`src/rtl/vga_box_renderer_if.sv`:
```
// Pixel-stream bundle between the VGA timing generator side and the box renderer.
interface vga_box_renderer_if #(
  parameter int unsigned H_BITS = 10,
  parameter int unsigned V_BITS = 9
);
  logic              run;
  logic              disp_ena;
  logic [H_BITS-1:0] col;
  logic [V_BITS-1:0] row;
  logic              pix_valid;
  logic [3:0]        red;
  logic [3:0]        green;
  logic [3:0]        blue;
  logic [7:0]        frame_cnt;

  modport master (
    output run, disp_ena, col, row,
    input  pix_valid, red, green, blue, frame_cnt
  );

  modport slave (
    input  run, disp_ena, col, row,
    output pix_valid, red, green, blue, frame_cnt
  );
endinterface

```
`src/rtl/vga_box_renderer.sv`:
```
// Two-stage pixel colour pipeline: bouncing square over a border and checkerboard,
// with the square position advanced once per frame during vertical blanking.
module vga_box_renderer #(
  parameter int unsigned H_BITS    = 10,
  parameter int unsigned V_BITS    = 9,
  parameter int unsigned H_PIXELS  = 500,
  parameter int unsigned V_PIXELS  = 250,
  parameter int unsigned BOX       = 20,
  parameter int unsigned STEP      = 2,
  parameter logic [11:0] BOX_COLOR = 12'hF00
) (
  input logic               clk,
  input logic               rst,
  vga_box_renderer_if.slave bus
);

  localparam int unsigned HW = H_BITS + 1;
  localparam int unsigned VW = V_BITS + 1;
  localparam logic [HW-1:0] X_MAX_W = HW'(H_PIXELS - BOX);
  localparam logic [VW-1:0] Y_MAX_W = VW'(V_PIXELS - BOX);

  logic [H_BITS-1:0] x_q, x_d;
  logic [V_BITS-1:0] y_q, y_d;
  logic              x_left_q, x_left_d;
  logic              y_up_q, y_up_d;
  logic [7:0]        frame_cnt_q, frame_cnt_d;
  logic              last_pix_q, last_pix_d;

  logic              ena1_q;
  logic              hit_box_q, hit_box_d;
  logic              hit_border_q, hit_border_d;
  logic              hit_checker_q, hit_checker_d;
  logic              pix_valid_q;
  logic [11:0]       rgb_q, rgb_d;

  logic              eof_c;
  logic [HW-1:0]     col_w, x_w;
  logic [VW-1:0]     row_w, y_w;

  assign col_w = HW'(bus.col);
  assign row_w = VW'(bus.row);
  assign x_w   = HW'(x_q);
  assign y_w   = VW'(y_q);

  // Stage-1 hit detection against the current square position
  always_comb begin
    hit_box_d     = (col_w >= x_w) && (col_w < x_w + HW'(BOX)) &&
                    (row_w >= y_w) && (row_w < y_w + VW'(BOX));
    hit_border_d  = (bus.col == H_BITS'(0)) || (bus.col == H_BITS'(H_PIXELS - 1)) ||
                    (bus.row == V_BITS'(0)) || (bus.row == V_BITS'(V_PIXELS - 1));
    hit_checker_d = bus.col[5] ^ bus.row[5];
    last_pix_d    = bus.disp_ena && (bus.col == H_BITS'(H_PIXELS - 1)) &&
                    (bus.row == V_BITS'(V_PIXELS - 1));
  end

  // Only the fall after the bottom-right pixel marks a frame end
  assign eof_c = last_pix_q && !bus.disp_ena;

  // Square motion: clamp to the wall and reverse on the same frame
  always_comb begin
    x_d         = x_q;
    y_d         = y_q;
    x_left_d    = x_left_q;
    y_up_d      = y_up_q;
    frame_cnt_d = frame_cnt_q;
    if (eof_c) begin
      frame_cnt_d = frame_cnt_q + 8'd1;
      if (bus.run) begin
        if (!x_left_q) begin
          if (x_w + HW'(STEP) >= X_MAX_W) begin
            x_d      = H_BITS'(H_PIXELS - BOX);
            x_left_d = 1'b1;
          end else begin
            x_d = x_q + H_BITS'(STEP);
          end
        end else if (x_q <= H_BITS'(STEP)) begin
          x_d      = '0;
          x_left_d = 1'b0;
        end else begin
          x_d = x_q - H_BITS'(STEP);
        end
        if (!y_up_q) begin
          if (y_w + VW'(STEP) >= Y_MAX_W) begin
            y_d    = V_BITS'(V_PIXELS - BOX);
            y_up_d = 1'b1;
          end else begin
            y_d = y_q + V_BITS'(STEP);
          end
        end else if (y_q <= V_BITS'(STEP)) begin
          y_d    = '0;
          y_up_d = 1'b0;
        end else begin
          y_d = y_q - V_BITS'(STEP);
        end
      end
    end
  end

  // Stage-2 colour priority: square, then border, then checkerboard
  always_comb begin
    rgb_d = 12'h000;
    if (ena1_q) begin
      if (hit_box_q)          rgb_d = BOX_COLOR;
      else if (hit_border_q)  rgb_d = 12'hFFF;
      else if (hit_checker_q) rgb_d = 12'h222;
      else                    rgb_d = 12'h000;
    end
  end

  always_ff @(posedge clk or posedge rst) begin
    if (rst) begin
      x_q           <= '0;
      y_q           <= '0;
      x_left_q      <= 1'b0;
      y_up_q        <= 1'b0;
      frame_cnt_q   <= '0;
      last_pix_q    <= 1'b0;
      ena1_q        <= 1'b0;
      hit_box_q     <= 1'b0;
      hit_border_q  <= 1'b0;
      hit_checker_q <= 1'b0;
      pix_valid_q   <= 1'b0;
      rgb_q         <= '0;
    end else begin
      x_q           <= x_d;
      y_q           <= y_d;
      x_left_q      <= x_left_d;
      y_up_q        <= y_up_d;
      frame_cnt_q   <= frame_cnt_d;
      last_pix_q    <= last_pix_d;
      ena1_q        <= bus.disp_ena;
      hit_box_q     <= hit_box_d;
      hit_border_q  <= hit_border_d;
      hit_checker_q <= hit_checker_d;
      pix_valid_q   <= ena1_q;
      rgb_q         <= rgb_d;
    end
  end

  assign bus.pix_valid = pix_valid_q;
  assign bus.red       = rgb_q[11:8];
  assign bus.green     = rgb_q[7:4];
  assign bus.blue      = rgb_q[3:0];
  assign bus.frame_cnt = frame_cnt_q;

endmodule

```
`src/flat_wrapper.sv`:
```
// flat-port wrapper written by rule: the top's interface ports become plain ports
module vga_box_renderer_flat 
#(
  parameter int unsigned H_BITS    = 10,
  parameter int unsigned V_BITS    = 9,
  parameter int unsigned H_PIXELS  = 500,
  parameter int unsigned V_PIXELS  = 250,
  parameter int unsigned BOX       = 20,
  parameter int unsigned STEP      = 2,
  parameter logic [11:0] BOX_COLOR = 12'hF00
)
  (clk, rst, bus_run, bus_disp_ena, bus_col, bus_row, bus_pix_valid, bus_red, bus_green, bus_blue, bus_frame_cnt);
  vga_box_renderer_if #(.H_BITS(H_BITS), .V_BITS(V_BITS)) bus_i ();
  input logic clk;
  input logic rst;
  input wire logic [$bits(bus_i.run)-1:0] bus_run;
  input wire logic [$bits(bus_i.disp_ena)-1:0] bus_disp_ena;
  input wire logic [$bits(bus_i.col)-1:0] bus_col;
  input wire logic [$bits(bus_i.row)-1:0] bus_row;
  output wire logic [$bits(bus_i.pix_valid)-1:0] bus_pix_valid;
  output wire logic [$bits(bus_i.red)-1:0] bus_red;
  output wire logic [$bits(bus_i.green)-1:0] bus_green;
  output wire logic [$bits(bus_i.blue)-1:0] bus_blue;
  output wire logic [$bits(bus_i.frame_cnt)-1:0] bus_frame_cnt;
  assign bus_i.run = bus_run;
  assign bus_i.disp_ena = bus_disp_ena;
  assign bus_i.col = bus_col;
  assign bus_i.row = bus_row;
  assign bus_pix_valid = bus_i.pix_valid;
  assign bus_red = bus_i.red;
  assign bus_green = bus_i.green;
  assign bus_blue = bus_i.blue;
  assign bus_frame_cnt = bus_i.frame_cnt;
  vga_box_renderer #(.H_BITS(H_BITS), .V_BITS(V_BITS), .H_PIXELS(H_PIXELS), .V_PIXELS(V_PIXELS), .BOX(BOX), .STEP(STEP), .BOX_COLOR(BOX_COLOR)) u_core (.clk(clk), .rst(rst), .bus(bus_i));
endmodule
```
`config.mk`:
```
export PLATFORM = sky130hd
export DESIGN_NAME = vga_box_renderer_flat
export DESIGN_NICKNAME = d
export VERILOG_FILES = /design/src/rtl/vga_box_renderer_if.sv /design/src/rtl/vga_box_renderer.sv /design/src/flat_wrapper.sv
export SDC_FILE = /design/constraint.sdc
export NUM_CORES = 1
export LEC_CHECK = 0
export BUFFER_PORTS_ARGS = -buffer_cell sky130_fd_sc_hd__buf_2
export CAP_MARGIN = 40
export CORE_MARGIN = 1
export CORE_UTILIZATION = 30
export DETAILED_ROUTE_END_ITERATION = 8
export PLACE_DENSITY = 0.58
export SETUP_SLACK_MARGIN = 0.1
export SLEW_MARGIN = 40
export SYNTH_ARGS = -nofsm -noshare
export SYNTH_HDL_FRONTEND = slang
export SYNTH_SLANG_ARGS = --single-unit
```
`constraint.sdc`:
```
create_clock -name clk -period 4.3 [get_ports clk]
set_clock_uncertainty 0.1 [all_clocks]
set_input_delay 0.43 -clock clk [delete_from_list [all_inputs] [get_ports clk]]
set_output_delay 0.43 -clock clk [all_outputs]
set_load 0.05 [all_outputs]
```
* Yosys cells after proc, flatten, opt, wreduce, memory -nomap -nowiden *
Cells that the tools add are included.

word-level totals
  input port bits = 23
  register bits after elaboration = 47

operators by class
  $add $sub $neg = 9
  bitwise gates (word level) = 1
  equal/unequal tests = 2
  muxes and demuxes = 16
  reduce and logical (&&, ||, !) cells = 13
  $lt $le $gt $ge = 8

operators with widths
  cell                   number
  $mux 10                4
  $mux 12                3
  $mux 9                 3
  $add 10x2->11 const B  1
  $add 10x5->11 const B  1
  $ge 11x9->1 const B    1
  $lt 10x11->1           1
  $add 10x2->10 const B  1
  $add 9x2->10 const B   1
  $add 9x5->10 const B   1
  $eq 10x9->1 const B    1
  $ge 10x10->1           1
  $ge 10x8->1 const B    1
  $le 10x2->1 const B    1
  $logic_not 10->1       1
  $lt 9x10->1            1
  $sub 10x2->10 const B  1
  $add 9x2->9 const B    1
  $eq 9x8->1 const B     1
  $ge 9x9->1             1
  $le 9x2->1 const B     1
  $logic_not 9->1        1
  $sub 9x2->9 const B    1
  $add 8x1->8 const B    1
  other kinds (6)        18

* Longest topological paths before layout *
Gate-level depths: netlist (run 1).

  depth in word-level cells = 5
  gate-level depth with buffers = 11

* Least setup slack after synthesis (run 1) *
No wires, ideal clock.

  path type = flip-flop to flip-flop
  start = reg u_core.x_q[6]
  end = reg u_core.hit_box_q
  cell stages (with the launch flop) = 11
  buffers on the path = 1
  data required time = 4.133 ns
  data arrival time = 2.025 ns
  slack = 2.108 ns
  setup time = 0.067 ns
  clock period less this slack = 2.192 ns
  path through = dfrtp_1 clkbuf_1 nand2_1 nor2_1 xnor2_1 ha_1 a21o_1 a211oi_1 o211ai_1 o221ai_1 o2111a_1

on the way
  cells in the longest elaborated chain, start to end = 5
  elaborated cells on any way between the ends = 6
  those cells by class = add/sub (1); order compare (2); reduce/logical (3)

RTL lines
  what                                 line                     RTL
  start, declared                      vga_box_renderer.sv:22   logic [H_BITS-1:0] x_q, x_d;
  start signal, assigned               vga_box_renderer.sv:112  x_q <= '0;
  start signal, assigned               vga_box_renderer.sv:125  x_q <= x_d;
  $add 10x5->11                        vga_box_renderer.sv:47   hit_box_d = (col_w >= x_w) && (col_w < x_w + HW'(BOX)) &&
  $lt 10x11->1                         vga_box_renderer.sv:47
  $logic_and 1x1->1 (*) (2 in series)  vga_box_renderer.sv:47
  $logic_and 1x1->1 (*)                vga_box_renderer.sv:48   (row_w >= y_w) && (row_w < y_w + VW'(BOX));
  via u_core.hit_box_d                 vga_box_renderer.sv:30   logic hit_box_q, hit_box_d;
  end signal, assigned                 vga_box_renderer.sv:132  hit_box_q <= hit_box_d;
  end, declared                        vga_box_renderer.sv:30

Mark *: on every way through the listed nets, which the timed path passes. The rest lies on a longest branch.
A chain may end at the register's enable or synchronous reset.

* Worst setup path in the final report (run 1) *
  start = reg u_core.x_q[3]
  end = reg u_core.x_q[5]

on the way
  cells in the longest elaborated chain, start to end = 4
  elaborated cells on any way between the ends = 8
  those cells by class = add/sub (3); order compare (2); mux (3)

RTL lines
  what           line                    RTL
  $add 10x2->11  vga_box_renderer.sv:70  if (x_w + HW'(STEP) >= X_MAX_W) begin
  $ge 11x9->1    vga_box_renderer.sv:70
  $mux 10        vga_box_renderer.sv:70
  $mux 10 (*)    vga_box_renderer.sv:69  if (!x_left_q) begin

Mark *: on every way between the ends. The rest lies on a longest branch, timed or not.

==> results of run 1 <==
## power by group through the flow
stage	Sequential, mW	Combinational [mW]	Clock [mW]
after CTS	0.355	0.0824	0.440
after global placement	0.361	0.0799	0
after detailed placement	0.361	0.0820	0
after floorplan	0.370	0.0412	0
after global routing	0.355	0.0919	0.451
final	0.355	0.0810	0.431
## logic make-up after synthesis
group,Yosys count,share of synthesized area (%)
mux,1,0.3296
buf+inv,53,8.095
xor+xnor,22,5.641
compound gates,116,23.48
fa+ha+maj,45,16.48
flops,37,27.11
simple gates,128,18.86
## flip-flops by register name (all words and copies together) (netlist names)
| register | count |
|---|---|
| u_core.ena1_q | 1 |
| u_core.rgb_q | 4 |
| u_core.hit_box_q | 1 |
| u_core.hit_checker_q | 1 |
| u_core.y_up_q | 1 |
| u_core.y_q | 8 |
| u_core.x_left_q | 1 |
| u_core.x_q | 9 |
| u_core.last_pix_q | 1 |
| u_core.bus.frame_cnt | 8 |
| u_core.bus.pix_valid | 1 |
| u_core.hit_border_q | 1 |
## through the flow
stage	area, um^2	std cells	hold WS (ns)
global route	3804	567	0.1893
finish	3804	567	0.1640
detailed placement	3635	559	0.3540
floorplan	3416	402	0.3000
CTS	3804	567	0.1817
global placement	3635	559	0.3364
## how the worst min path moves through the flow
stage                   from                    to  slack [ns]  depth (start not counted)
5_1_grt         bus_disp_ena         u_core.ena1_q        0.19                          1
3_5_place_dp   u_core.ena1_q  u_core.bus.pix_valid        0.35                          0
2_1_floorplan  u_core.ena1_q  u_core.bus.pix_valid        0.30                          0
6_report                 rst     u_core.last_pix_q        0.16                          3
3_3_place_gp   u_core.ena1_q  u_core.bus.pix_valid        0.34                          0
4_1_cts                  rst     u_core.last_pix_q        0.18                          3
## layout make-up
type,instances,area [um^2]
fillers,1135,7179
multi-input cells,312,2213
flip-flops and latches,37,925.9
repair buffers,44,222.7
well taps,140,175.2
clock buffers,5,125.1
inverters,26,97.59
clock inverters,3,43.79
## routing by layer
metal  up-vias  wire, um  global-route usage (%)
met5         -         0                       0
li1       1509         -                       -
met1      1467      3852                   18.13
met3         8       308                   1.793
met2        83      3937                   25.14
met4         0       112                   4.247
## Yosys cell counts (all sizes together) (6+ instances only)
master,count
nor2,30
nand4,10
buf,21
xnor2,15
a21oi,29
o21a,6
inv,26
nand2,33
dfrtp,37
ha,45
nor3,12
o21ai,34
xor2,7
nand3,18
## worst max-delay path, stage by stage (launching register included)
cell      delay [ns]
dfrtp_1         0.47
inv_1           0.15
ha_1            0.20
a21boi_1        0.40
nor2_1          0.12
o21ai_1         0.61
o21ai_0         0.21
a22o_1          0.28
## layout by cell type, fill, tap and decap left out, types with 3 or more instances in the layout
master and count:
nand2_1 33, a311oi_1 3, nand3_1 18, and4_1 3
o21ai_0 19, xor2_1 7, a211oi_1 3, inv_2 4
clkbuf_16 5, o21a_1 6, o211ai_1 5, o21ai_1 14
nand4_1 10, dfrtp_1 37, nor2_1 30, inv_1 22
buf_2 43, nor3_1 11, a21oi_1 28, xnor2_1 15
o41ai_1 3, ha_1 45, or4_1 4
==> reports/results.txt, run 1 <==
Status - completed
Synth area leaders - dfrtp_1 27%, ha_1 16%, a21oi_1 4.1%, xnor2_1 3.8%, nand2_1 3.6%
Max-slew headroom - 50.45%
Power share of the combinational group - 9.4%
Clock Pin Slew Worst Setup and Hold Paths - 0.06 ns
Mean post-synth cell area - 8.497 um^2
Ys Warns - 0
Tcrit/Tclk final - 61.63%
I/O Buffers - 43
Initial antenna violation count - 0
CTS tree - built
Worst EP required - 4.37 ns
Final nets - 494
Largest net degree at the start of global routing - 38
TNS Setup - 0 ns
Slew Viols, Final - 0
CTS Hold Bufs - 0
#FFs+latches synth - 37
R2R depth - 7
CP Launch Type - flop
Worst-Margin Slew - 0.7433 ns
Final wirelength - 8211 um
Post-synth ARST share - 100.0%
DRT antenna net count - 0
Cell Pwr Density - 227.8 nW/um^2
Initial drt markers - 216
Area grow syn2layout - 11.36%
Cell internal pwr - 0.6561 mW
Setup Viol. Count Final - 0
DR vias/cell - 5.409
ANT cells - 0
Layout Utilization - 34.63%
Post-synth EDFFs - 0
Worst-case vdd ir drop - 185.3 uV
Clock Path Buffers - 2
Synthesized cell area - 3416 um^2
Setup bufs post-CTS - 0
Syn_nets - 470
Max H-tree Level - 2
Synth top area share - 27.11%
Wirelength per Cell - 14.48 um
Placer Congestion - 0.8447
Ports - 44
P_leak - 1.714 nW
Worst setup EP type - flop
Setup ws final - 1.650 ns
CP arrival - 2.72 ns
Core ar. - 10980 um^2
Final hold vios - 0
Clock Sinks - 37
Library cells used by synthesis - 69
Max-cap viol count - 0
Drt pass-1 iters - 4
CTS root buffer - clkbuf_16
DRC Markers - 0
Reg-to-Reg Start - u_core.x_q[3]
R2R Setup Slk - 1.65 ns
Vias - 3067
Clock Power Share - 49.7%
FF-to-FF End - u_core.x_q[5]
Gate Count Post-Synth - 402
Flop pwr share - 40.9%
Vias in the first global route - 2915
Final HPWL DP - 6252 um
Total CTS buffers - 5
Initial Util - 31.10%
Critical path type - flop to flop
Fraction of layout cells with a size suffix above 1 - 16.86%
Total Power Consumption - 0.8663 mW
Worst min-delay path category - input pin to async pin
Grt total ovfl - 0
Switching Power - 0.2102 mW
Setup crit end - u_core.x_q[5]
Skew-Pair Late Insertion Delay - 0.28 ns
Ys flop type - dfrtp_1
First-pass GRT wire length - 13610 um
Final worst path period need - 2.650 ns
Critical Path Source - u_core.x_q[3]
Post-synth top area cell - dfrtp_1
Row cnt - 38
Chip Width - 108.7 um
Full die area - 11820 um^2
Max Fanout on Critical Path - 11
Post_cts resized - 0
RSZ-0062 raised after global routing - no
Place WS - 1.712 ns
All-Layer GR Usage - 14.29%
Die height - 108.7 um
Max Freq - 377.4 MHz
Switching Share - 24.26%
Sequential fraction of the synthesis area - 27.11%
Note: power is estimated with default switching activity, not from simulation.
==> inputs of run 2 (changes only) <==
- PLACE_DENSITY: 0.58 -> 0.6
- clock period: 4.3 -> 2.3 ns (I/O delays scaled with it)
==> reports/results.txt, run 2 (synthesis results as in run 1) <==
Status - completed
Initial Util - 31.10%
Total CTS buffers - 5
Top reg by flops - u_core.x_q
Largest net degree at the start of global routing - 38
ANT cells - 0
I/O Buffers - 43
Finished Cell Area - 4154 um^2
Crit-path slowest cell - dfrtp_2
Final worst path period need - 2.160 ns
Area grow syn2layout - 21.61%
Layout Utilization - 37.82%
Placer Congestion - 0.8527
Max Freq - 462.9 MHz
CTS root buffer - clkbuf_16
Tcrit/Tclk final - 93.93%
First-pass GRT wire length - 14390 um
Max-slew headroom - 66.62%
Skew-Pair Late Insertion Delay - 0.28 ns
Final hold vios - 0
Cell Pwr Density - 363.1 nW/um^2
RSZ-0062 raised after global routing - yes
Cell internal pwr - 1.145 mW
Worst-case vdd ir drop - 273.9 uV
Worst EP required - 2.41 ns
Fill count - 1073
Clock Pin Slew Worst Setup and Hold Paths - 0.06 ns
Die height - 108.7 um
DRT antenna net count - 0
Final wirelength - 8844 um
Critical path type - flop to flop
Initial drt markers - 231
CP arrival - 2.27 ns
P_leak - 1.869 nW
Slew Viols, Final - 0
Core ar. - 10980 um^2
CP max stage delay - 0.48 ns
Switching Power - 0.3627 mW
Max H-tree Level - 2
Worst min-delay path category - input pin to flop
Wirelength per Cell - 14.74 um
Clock Power Share - 45.2%
DR vias/cell - 5.270
Power share of the combinational group - 10.8%
Drt pass-1 iters - 5
CTS tree - built
Clock Path Buffers - 2
Row cnt - 38
Max reg flops - 9
DRC Markers - 0
Most frequent cells in the layout - 43 x buf_2, 40 x ha_1, 33 x buf_4
Initial antenna violation count - 0
Max-cap viol count - 0
All-Layer GR Usage - 15.33%
Flop pwr share - 44.0%
Worst setup EP type - flop
Max Fanout on Critical Path - 7
CP Launch Type - flop
CP cell instances - ha_4 > o2111ai_2 > xnor2_1 > ha_1 > a211oi_2 > o211ai_1 > o221ai_1 > o2111a_1
Chip Width - 108.7 um
Final nets - 528
Worst-Margin Slew - 0.5007 ns
Final HPWL DP - 6740 um
Vias - 3162
Clock Sinks - 37
Post-DP Area - 3815 um^2
Final hold slack - 0.1167 ns
Total Power Consumption - 1.508 mW
Full die area - 11820 um^2
Setup Viol. Count Final - 0
Vias in the first global route - 2968
Ports - 44
Grt total ovfl - 0
Commonest non-fill, non-tap cell in the layout - buf_2
Switching Share - 24.05%
Fraction of layout cells with a size suffix above 1 - 27.39%
## run 2: path summary, 6_finish.rpt
path | startpoint | to | slack (ns) | depth (start not counted)
max | u_core.x_q[2] | u_core.hit_box_q | 0.14 | 8
min reg2reg | u_core.ena1_q | u_core.bus.pix_valid | 0.36 | 0
min in group asynchronous | rst | u_core.bus.frame_cnt[0] | 0.52 | 4
max in group asynchronous | rst | u_core.x_q[7] | 1.21 | 4
max reg2reg | u_core.x_q[2] | u_core.hit_box_q | 0.14 | 8
min | bus_row[5] | u_core.hit_checker_q | 0.12 | 2
## run 2: critical path, delay by kind of cell (launching register included)
kind / cells / cell delay, ns
flops: 1 / 0.48
fa+ha+maj: 2 / 0.49
compound gates: 5 / 0.87
xor+xnor: 1 / 0.14
## run 2: area by class of cell
class / instances / area, um^2 / area share, %
repair buffers: 78 / 483.0 / 11.63
clock buffers: 7 / 142.6 / 3.434
multi-input cells: 312 / 2321 / 55.87
well taps: 140 / 175.2 / 4.217
flip-flops and latches: 37 / 932.1 / 22.44
inverters: 26 / 100.1 / 2.410
## run 2: power by group through the flow
stage          registers (mW)  logic, mW  clock network, mW
2_1_floorplan           0.691     0.0770                  0
3_3_place_gp            0.675      0.151                  0
3_5_place_dp            0.675      0.154                  0
4_1_cts                 0.663      0.162              0.704
5_1_grt                 0.664      0.184              0.726
6_report                0.663      0.163              0.682
## run 2: metrics by stage
step	setup TNS, ns	instances	setup WS [ns]
2_1_floorplan	0	402	0.1083
3_3_place_gp	-0.01251	583	-0.01251
3_5_place_dp	0	583	0.008490
4_1_cts	0	595	0.1077
5_1_grt	0	600	0.05456
6_report	0	600	0.1395
## run 2: repair_timing
item	CTS	global route
endpoints found under the hold margin	38	0
gates resized for setup	13	20
buffers inserted	3	5
setup endpoints to repair	1	17
pin swaps	5	10
hold buffers	2	0
## run 2: layer usage
layer,up-vias,global-route usage [%],share of wire (%)
met5,-,0,0
li1,1578,-,-
met2,88,26.76,48
met4,0,5.212,1.6
met3,8,1.554,4.5
met1,1488,19.58,45
